==> config.mk <==
export PLATFORM = sky130hd
export DESIGN_NAME = i2c_bus_resolver
export DESIGN_NICKNAME = d
export VERILOG_FILES = /design/src/rtl/i2c_bus_pkg.sv /design/src/rtl/i2c_line_filter.sv /design/src/rtl/i2c_bus_resolver.sv
export SDC_FILE = /design/constraint.sdc
export NUM_CORES = 1
export LEC_CHECK = 0
export ABC_CLOCK_PERIOD_IN_PS = 1700
export CORE_MARGIN = 1
export CORE_UTILIZATION = 51
export DETAILED_ROUTE_END_ITERATION = 12
export GPL_TIMING_DRIVEN = 0
export PLACE_DENSITY = 0.86
export SLEW_MARGIN = 20
export SYNTH_ARGS = -nofsm -noshare
export SYNTH_HDL_FRONTEND = slang
export SYNTH_SLANG_ARGS = --single-unit
==> constraint.sdc <==
create_clock -name pclk -period 1.7 [get_ports pclk]
set_input_delay 0.17 -clock pclk [delete_from_list [all_inputs] [get_ports pclk]]
set_output_delay 0.17 -clock pclk [all_outputs]
set_load 0.01 [all_outputs]
==> src/rtl/i2c_bus_pkg.sv <==
`default_nettype none
// ----------------------------------------------------------------------------
// i2c_bus_pkg : shared bus-state type and default sizing for i2c_bus_resolver
// Revision    : 1.0
// ----------------------------------------------------------------------------
package i2c_bus_pkg;

  typedef enum logic [0:0] {
    IDLE = 1'b0,
    BUSY = 1'b1
  } bus_state_e;

  localparam int DEF_NUM_DEV     = 2;
  localparam int DEF_FILT_LEN    = 3;
  localparam int DEF_TIMEOUT_CYC = 1000;

  // Open-drain: only an enabled driver presenting 0 actually pulls the wire.
  function automatic logic pulls_low(input logic oen, input logic o);
    return oen & ~o;
  endfunction

endpackage
`default_nettype wire

==> src/rtl/i2c_line_filter.sv <==
`default_nettype none
// ----------------------------------------------------------------------------
// i2c_line_filter : 2-flop synchroniser plus stability counter for one line
// Revision        : 1.0
// ----------------------------------------------------------------------------
module i2c_line_filter
  import i2c_bus_pkg::*;
#(
  parameter int FILT_LEN = DEF_FILT_LEN
) (
  input  logic pclk,
  input  logic areset,
  input  logic line,
  output logic filt
);

  localparam int            CW     = (FILT_LEN > 1) ? $clog2(FILT_LEN) : 1;
  localparam logic [CW-1:0] C_LAST = CW'(FILT_LEN - 1);

  logic          r_sync1;
  logic          r_sync2;
  logic [CW-1:0] r_cnt;

  // A sample equal to the current output restarts the run, so only an
  // unbroken run of FILT_LEN opposite samples moves the output.
  always_ff @(posedge pclk) begin
    if (areset) begin
      r_sync1 <= 1'b1;
      r_sync2 <= 1'b1;
      r_cnt   <= '0;
      filt    <= 1'b1;
    end else begin
      r_sync1 <= line;
      r_sync2 <= r_sync1;
      if (r_sync2 == filt) begin
        r_cnt <= '0;
      end else if (r_cnt == C_LAST) begin
        filt  <= r_sync2;
        r_cnt <= '0;
      end else begin
        r_cnt <= r_cnt + 1'b1;
      end
    end
  end

endmodule
`default_nettype wire

==> src/rtl/i2c_bus_resolver.sv <==
`default_nettype none
// ----------------------------------------------------------------------------
// i2c_bus_resolver : wired-AND I2C bus with filtering, bus-state tracking,
//                    arbitration-loss, clock-stretch and timeout detection
// Revision         : 1.0
// ----------------------------------------------------------------------------
module i2c_bus_resolver
  import i2c_bus_pkg::*;
#(
  parameter int NUM_DEV     = DEF_NUM_DEV,
  parameter int FILT_LEN    = DEF_FILT_LEN,
  parameter int TIMEOUT_CYC = DEF_TIMEOUT_CYC
) (
  input  logic               pclk,
  input  logic               areset,
  input  logic [NUM_DEV-1:0] scl_o,
  input  logic [NUM_DEV-1:0] scl_oen,
  input  logic [NUM_DEV-1:0] sda_o,
  input  logic [NUM_DEV-1:0] sda_oen,
  input  logic [NUM_DEV-1:0] arb_en,
  output logic               scl,
  output logic               sda,
  output logic               scl_i,
  output logic               sda_i,
  output logic               bus_busy,
  output logic               start_det,
  output logic               repstart_det,
  output logic               stop_det,
  output logic [NUM_DEV-1:0] arb_lost,
  output logic               stretch_active,
  output logic               bus_timeout
);

  localparam int            TW        = $clog2(TIMEOUT_CYC + 1);
  localparam logic [TW-1:0] C_TO_LAST = TW'(TIMEOUT_CYC - 1);
  localparam logic [TW-1:0] C_TO_MAX  = TW'(TIMEOUT_CYC);
  localparam int            SETTLE    = FILT_LEN + 3;
  localparam int            SW        = $clog2(SETTLE + 1);
  localparam logic [SW-1:0] C_SETTLE  = SW'(SETTLE);

  logic [NUM_DEV-1:0] w_scl_pull;
  logic [NUM_DEV-1:0] w_sda_pull;

  generate
    for (genvar d = 0; d < NUM_DEV; d++) begin : g_dev
      assign w_scl_pull[d] = pulls_low(scl_oen[d], scl_o[d]);
      assign w_sda_pull[d] = pulls_low(sda_oen[d], sda_o[d]);
    end
  endgenerate

  assign scl = ~|w_scl_pull;
  assign sda = ~|w_sda_pull;

  i2c_line_filter #(.FILT_LEN(FILT_LEN)) u_scl_filt (
    .pclk   (pclk),
    .areset (areset),
    .line   (scl),
    .filt   (scl_i)
  );

  i2c_line_filter #(.FILT_LEN(FILT_LEN)) u_sda_filt (
    .pclk   (pclk),
    .areset (areset),
    .line   (sda),
    .filt   (sda_i)
  );

  bus_state_e    r_state;
  logic          r_scl_prev;
  logic          r_sda_prev;
  logic [TW-1:0] r_to_cnt;
  logic [SW-1:0] r_settle;

  logic w_events_en;
  logic w_scl_high;
  logic w_start;
  logic w_stop;
  logic w_scl_rise;
  logic w_counting;
  logic w_timeout;

  // Lines held low through reset reach the filters' outputs as ordinary
  // edges; those first 2+FILT_LEN cycles are settling, not bus conditions.
  assign w_events_en = (r_settle == C_SETTLE);
  // SCL must be high both before and after, so a simultaneous SCL/SDA
  // change never reads as START or STOP.
  assign w_scl_high  = r_scl_prev & scl_i;
  assign w_start     = w_events_en & w_scl_high &  r_sda_prev & ~sda_i;
  assign w_stop      = w_events_en & w_scl_high & ~r_sda_prev &  sda_i;
  assign w_scl_rise  = ~r_scl_prev & scl_i;
  assign w_counting  = (r_state == BUSY) & ~scl_i;
  assign w_timeout   = w_counting & ~w_start & (r_to_cnt == C_TO_LAST);

  always_ff @(posedge pclk) begin
    if (areset) begin
      r_state        <= IDLE;
      r_scl_prev     <= 1'b1;
      r_sda_prev     <= 1'b1;
      r_to_cnt       <= '0;
      r_settle       <= '0;
      bus_busy       <= 1'b0;
      start_det      <= 1'b0;
      repstart_det   <= 1'b0;
      stop_det       <= 1'b0;
      arb_lost       <= '0;
      stretch_active <= 1'b0;
      bus_timeout    <= 1'b0;
    end else begin
      r_scl_prev   <= scl_i;
      r_sda_prev   <= sda_i;
      if (r_settle != C_SETTLE) begin
        r_settle <= r_settle + 1'b1;
      end

      start_det      <= w_start;
      stop_det       <= w_stop;
      repstart_det   <= w_start & (r_state == BUSY);
      bus_timeout    <= w_timeout;
      stretch_active <= ~scl_i & |(arb_en & ~w_scl_pull);

      case (r_state)
        IDLE: begin
          if (w_start) begin
            r_state  <= BUSY;
            bus_busy <= 1'b1;
          end
        end
        BUSY: begin
          if (!w_start && (w_stop || w_timeout)) begin
            r_state  <= IDLE;
            bus_busy <= 1'b0;
          end
        end
        default: begin
          r_state  <= IDLE;
          bus_busy <= 1'b0;
        end
      endcase

      if (!w_counting || w_start || w_timeout) begin
        r_to_cnt <= '0;
      end else if (r_to_cnt != C_TO_MAX) begin
        r_to_cnt <= r_to_cnt + 1'b1;
      end

      // A master that released SDA but sees it low on the SCL rise has lost.
      if (w_stop || w_timeout) begin
        arb_lost <= '0;
      end else if (w_scl_rise) begin
        arb_lost <= arb_lost | (arb_en & ~w_sda_pull & {NUM_DEV{~sda_i}});
      end
    end
  end

endmodule
`default_nettype wire

; Word-level counts from Yosys, hierarchy flattened
; Index checks and enable logic that the tools add are counted.
[totals]
ff_bits = 34
inputBits = 12
[op_classes]
n_reduce_logical = 18
bitwise = 34
eq_ne = 10
addsub = 4
muxes = 6
[ops]
columns = cell, count
row1 = $and 1x1->1, 16
row2 = $not 1->1, 12
row3 = $add 10x1->10 const B, 1
row4 = $eq 10x10->1 const B, 1
row5 = $ne 10x10->1 const B, 1
row6 = $reduce_or 2->1, 5
row7 = $and 2x2->2, 3
row8 = $reduce_and 2->1, 3
row9 = $reduce_or 3->1, 2
row10 = $add 2x1->2 const B, 2
row11 = $eq 2x2->1 const B, 2
row12 = $logic_not 1->1, 4
row13 = $mux 1, 4
row14 = $not 2->2, 2
row15 = $pmux 1 s2, 2
row16 = $add 3x1->3 const B, 1
row17 = $eq 3x3->1 const B, 1
row18 = $logic_or 1x1->1, 3
row19 = $ne 3x3->1 const B, 1
row20 = $eq 1x1->1, 2
row21 = $ne 2x1->1 const B, 1
row22 = $ne 2x2->1 const B, 1
row23 = $or 2x2->2, 1
row24 = $logic_and 1x1->1, 1

; Logic depth before layout (Yosys ltp)
[depth]
ltp_word = 11
mapped_depth = 6
depth_no_buf = 6

; Modules after synthesis
; From an unflattened synthesis, not the netlist that was laid out.
[hier_totals]
hier_cells = 141
hier_area_um2 = 1381.3
[by_module_without_submodules]
columns = module, cells_each, area_each_um2, instances
row1 = i2c_bus_resolver, 113, 1048.5, 1
row2 = i2c_line_filter, 14, 166.4, 2

; Worst setup path before layout
; Ideal clock, no wire load.
[synth_path]
path_type = register -> register
from = register r_settle[0]
to = register bus_busy
setup_ns = 0.091
stages_incl_launch_ff = 7
required_ns = 1.609
period_less_slack_ns = 1.402
path_slack_ns = 0.298
t_arrival_ns = 1.312
path_cell_list = dfxtp_1 inv_1 ha_1 and3_1 nand4b_2 o21ba_2 a311oi_1
[synth_via]
elab_chain_len = 11
word_cells_on_any_way = 15
classes_between = eq/ne (3) / bitwise (8) / reduce/logical (4)
[synth_rtl]
columns = item, line
row1 = from (decl), i2c_bus_resolver.sv:72  ; logic [SW-1:0] r_settle;
row2 = from (signal assigned), i2c_bus_resolver.sv:112  ; r_settle <= r_settle + 1'b1;
row3 = $eq 3x3->1 (*), i2c_bus_resolver.sv:84  ; assign w_events_en = (r_settle == C_SETTLE);
row4 = $and 1x1->1 (*), "i2c_bus_resolver.sv:88, i2c_bus_resolver.sv:89"
row5 = $and 1x1->1 (2 in a row), i2c_bus_resolver.sv:88  ; assign w_start = w_events_en & w_scl_high & r_sda_prev & ~sda_i;
row6 = $not 1->1, i2c_bus_resolver.sv:92  ; assign w_timeout = w_counting & ~w_start & (r_to_cnt == C_TO_LAST);
row7 = $and 1x1->1 (2 in a row), i2c_bus_resolver.sv:92
row8 = $logic_or 1x1->1, i2c_bus_resolver.sv:129  ; if (!w_start && (w_stop || w_timeout)) begin
row9 = $logic_and 1x1->1, i2c_bus_resolver.sv:129
row10 = $ne 2x1->1 (no source line), -
row11 = $reduce_and 2->1 (no source line) (*), -
row12 = to (signal assigned), i2c_bus_resolver.sv:125  ; bus_busy <= 1'b1;
row13 = to (signal assigned), i2c_bus_resolver.sv:131  ; bus_busy <= 1'b0;
row14 = to (signal assigned), i2c_bus_resolver.sv:136  ; bus_busy <= 1'b0;
row15 = to (decl), i2c_bus_resolver.sv:25  ; output logic bus_busy,
; Every way passes the cells marked *; elsewhere a longest branch is shown, timed or not.
; A chain may end at the register's enable or synchronous reset.

; Worst setup path in the final report
; Same ends and word-level chain as after synthesis.

==> results.toml <==
[clock_tree]
ctsResizeCount = 0
clk_latency_ns = 0.34
clock-sinks = 34
hold_buffers = 0
cts-root-buf = "clkbuf_4"
clockBufferDepth = 2
post_cts_buffers = 0
htree_levels = 2
cts.clk_slew.worst_paths_ns = 0.10
numCtsBuffers = 5
cts_tree = "done"

[sta]
max-slew-margin-rel_pct = 71.9
fin_hold_ws_ns = 0.414
finalCriticalPeriod_ns = 1.62
tns_ns = 0
finalCritPeriodShare_pct = 95.4
rsz0062_at_grt = "false"
fin_skew_ns = 0.00924
setup_viol = 0
tightestPinTransition_ns = 0.422
fmax_mhz = 617
finalHoldViolCount = 0
slew_viol_final = 0

[yosys]
seq_area_frac_synth_pct = 49.0
synth-edff-count = 0
synth_warnings = 0
synth_commonest_cells = "dfxtp_1 (34), nor2_1 (22), xnor2_1 (9), nand2b_1 (8)"
netlist_area_mm2 = 0.00139
async_flop_share_pct = 0
synthMuxAreaShare_pct = 0.721
synth_xor_area_share_pct = 6.94
synth-seq-cells = 34
synth_top_area_share_pct = 49.0
synth_area_leaders = "dfxtp_1 (49%), nor2_1 (5.9%), xnor2_1 (5.7%)"
synth_fp_nets = 159
syn_avg_cell_area_um2 = 9.85
synth_top_family_by_area = "simple AND/OR/NAND/NOR gates"
synth-simple-area-share_pct = 29.2
synth_cells = 141
synth_cell_types = 34
yosysTopAreaCell = "dfxtp_1"
synth-main-ff-cell = "dfxtp_1"
yosys.cell_count.top_type = "dfxtp_1"
synth_compound_area_share_pct = 6.58
synthAdderAreaFrac_pct = 5.41

[global_routing]
overflow = 0
grt_pass1_wl_um = 4200
grt_pass1_vias = 1030
grt_start_max_net_pins = 11
grt_antenna_before_repair = 0
grt_usage_pct = 21.0

[cells_and_area]
num_antenna_cells = 0
multi_input_area_um2 = 687
register_area_um2 = 681
drive_gt1_share_pct = 12.2
nets = 189
syn2layout_area_growth_pct = 25.6
nFillCells = 201

[die]
io_pins = 24
die_h_um = 54.2
die_w_um = 54.2
rows = 18
start_util_pct = 55.1
die-area_mm2 = 0.00294
core_mm2 = 0.00252

[placement]
io_buffers = 23
hpwl_um = 1940
gp_congestion = 0.748

[setup_path]
reg2reg_from = "r_settle[0]"
crit_path_start = "r_settle[0]"
cp_max_fo = 6
rr_worst_depth = 6
r2r_slack_ns = 0.08
cp-endpoint = "bus_busy"
cp-start-kind = "register"
required_ns = 1.95
r2r-end = "bus_busy"
end_kind = "register"
cp.arrival_ns = 1.87
setup.worst_path.class = "register to register"

[power_and_ir_drop]
power.internal_mw = 1.14
clock_power_share_pct = 37.7
combPwrFrac_pct = 5.7
vdd_drop_max_mv = 0.679
p_seq_share_pct = 56.6
leakagePower_nw = 0.616
power_density_mw_per_mm2 = 831
switching_share_pct = 21.2
p_sw_mw = 0.307

[run]
maxCapViolations = 0

[drt]
viasPerCell = 5.17
drc = 0
antenna_left = 0
wl_per_cell_um = 12.8
drt_iter0_drc = 25
drt_first_pass_iters = 5
vias = 1044
drt-total-wl_um = 2590

[min_path]
hold_class = "register to register"

[status]
outcome = "complete, no violations"
[worst max-delay path: stages, from the launching register on]
cell,delay (ns)
dfxtp_1,0.36
inv_1,0.08
ha_1,0.19
and3_1,0.20
nand4b_2,0.23
o21ba_2,0.27
a311oi_1,0.22
[worst min-delay path by stage]
stage	from	to	cells past startpoint
floorplan	areset	r_scl_prev	2
global placement	u_sda_filt.r_sync1	u_sda_filt.r_sync2	1
detailed placement	u_sda_filt.r_sync1	u_sda_filt.r_sync2	1
CTS	u_sda_filt.r_cnt[0]	u_sda_filt.r_cnt[0]	1
global route	u_sda_filt.r_sync1	u_sda_filt.r_sync2	1
finish	u_sda_filt.r_cnt[0]	u_sda_filt.r_cnt[0]	1
[routing by layer]
layer | vias to the layer above | GRT usage (%) | wire [µm]
li1 | 536 | - | -
met1 | 482 | 21.6 | 1090
met2 | 20 | 36.6 | 1340
met3 | 6 | 5.65 | 112
met4 | 0 | 14.1 | 50
met5 | - | 0 | 0
[cell type report]
class	instances	area share, %
multi-input combinational	99	39.4
sequential	34	39.0
timing repair buffer	23	13.2
clock buffer	8	4.52
tap	30	2.15
inverter	6	1.29
buffer	2	0.430
[cell families (layout without fill, tap and decap cells)]
logic type / count (synthesis) / in the layout
XOR/XNOR: 11 / 11
AND/OR/NAND/NOR: 70 / 70
AO/OA/AOI/OAI: 11 / 11
multiplexers: 1 / 1
buffers and inverters: 8 / 39
adder cells (fa/ha/maj): 6 / 6
flip-flops: 34 / 34
[placed cells by master, fill, tap and decap left out, types with 2 or more instances in the layout]
cell type | synthesis | routed
a211o_1 | 2 | 2
a31oi_1 | 2 | 2
and2_1 | 3 | 3
and3_1 | 4 | 4
clkbuf_1 | 2 | 2
clkbuf_4 | 0 | 5
clkbuf_8 | 0 | 3
clkdlybuf4s50_1 | 0 | 23
dfxtp_1 | 34 | 34
ha_1 | 6 | 6
inv_1 | 6 | 6
nand2_1 | 6 | 6
nand2b_1 | 8 | 8
nand3_1 | 3 | 3
nor2_1 | 22 | 22
nor2b_1 | 2 | 2
nor3_1 | 6 | 6
or2_2 | 5 | 5
or3_1 | 2 | 2
xnor2_1 | 9 | 9
xor2_1 | 2 | 2
[per-stage QoR]
step,std cells,setup WS [ns],utilization (%),total power [mW],area [µm²]
3_5_place_dp,194,0.0661,65.7,0.921,1660
5_1_grt,202,0.0107,69.1,1.50,1740
2_1_floorplan,141,0.298,-,0.875,1390
4_1_cts,202,0.0679,68.8,1.46,1740
3_3_place_gp,194,0.0884,65.7,0.914,1660
6_report,202,0.0780,69.1,1.45,1740
[state kept, by name, indices dropped and copies added, names as in the netlist, 2 cells and up]
| name | cells |
|---|---|
| r_settle | 3 |
| u_sda_filt.r_cnt | 2 |
| r_to_cnt | 10 |
| arb_lost | 2 |
| u_scl_filt.r_cnt | 2 |
[power by group through the flow]
| stage | Sequential [mW] | Combinational, mW | Clock (mW) |
|---|---|---|---|
| after floorplan | 0.836 | 0.0389 | 0 |
| after global placement | 0.837 | 0.0768 | 0 |
| after detailed placement | 0.839 | 0.0822 | 0 |
| after CTS | 0.820 | 0.0830 | 0.561 |
| after global routing | 0.822 | 0.0912 | 0.590 |
| final | 0.820 | 0.0825 | 0.547 |
Note: power is estimated with default switching activity, not from simulation.
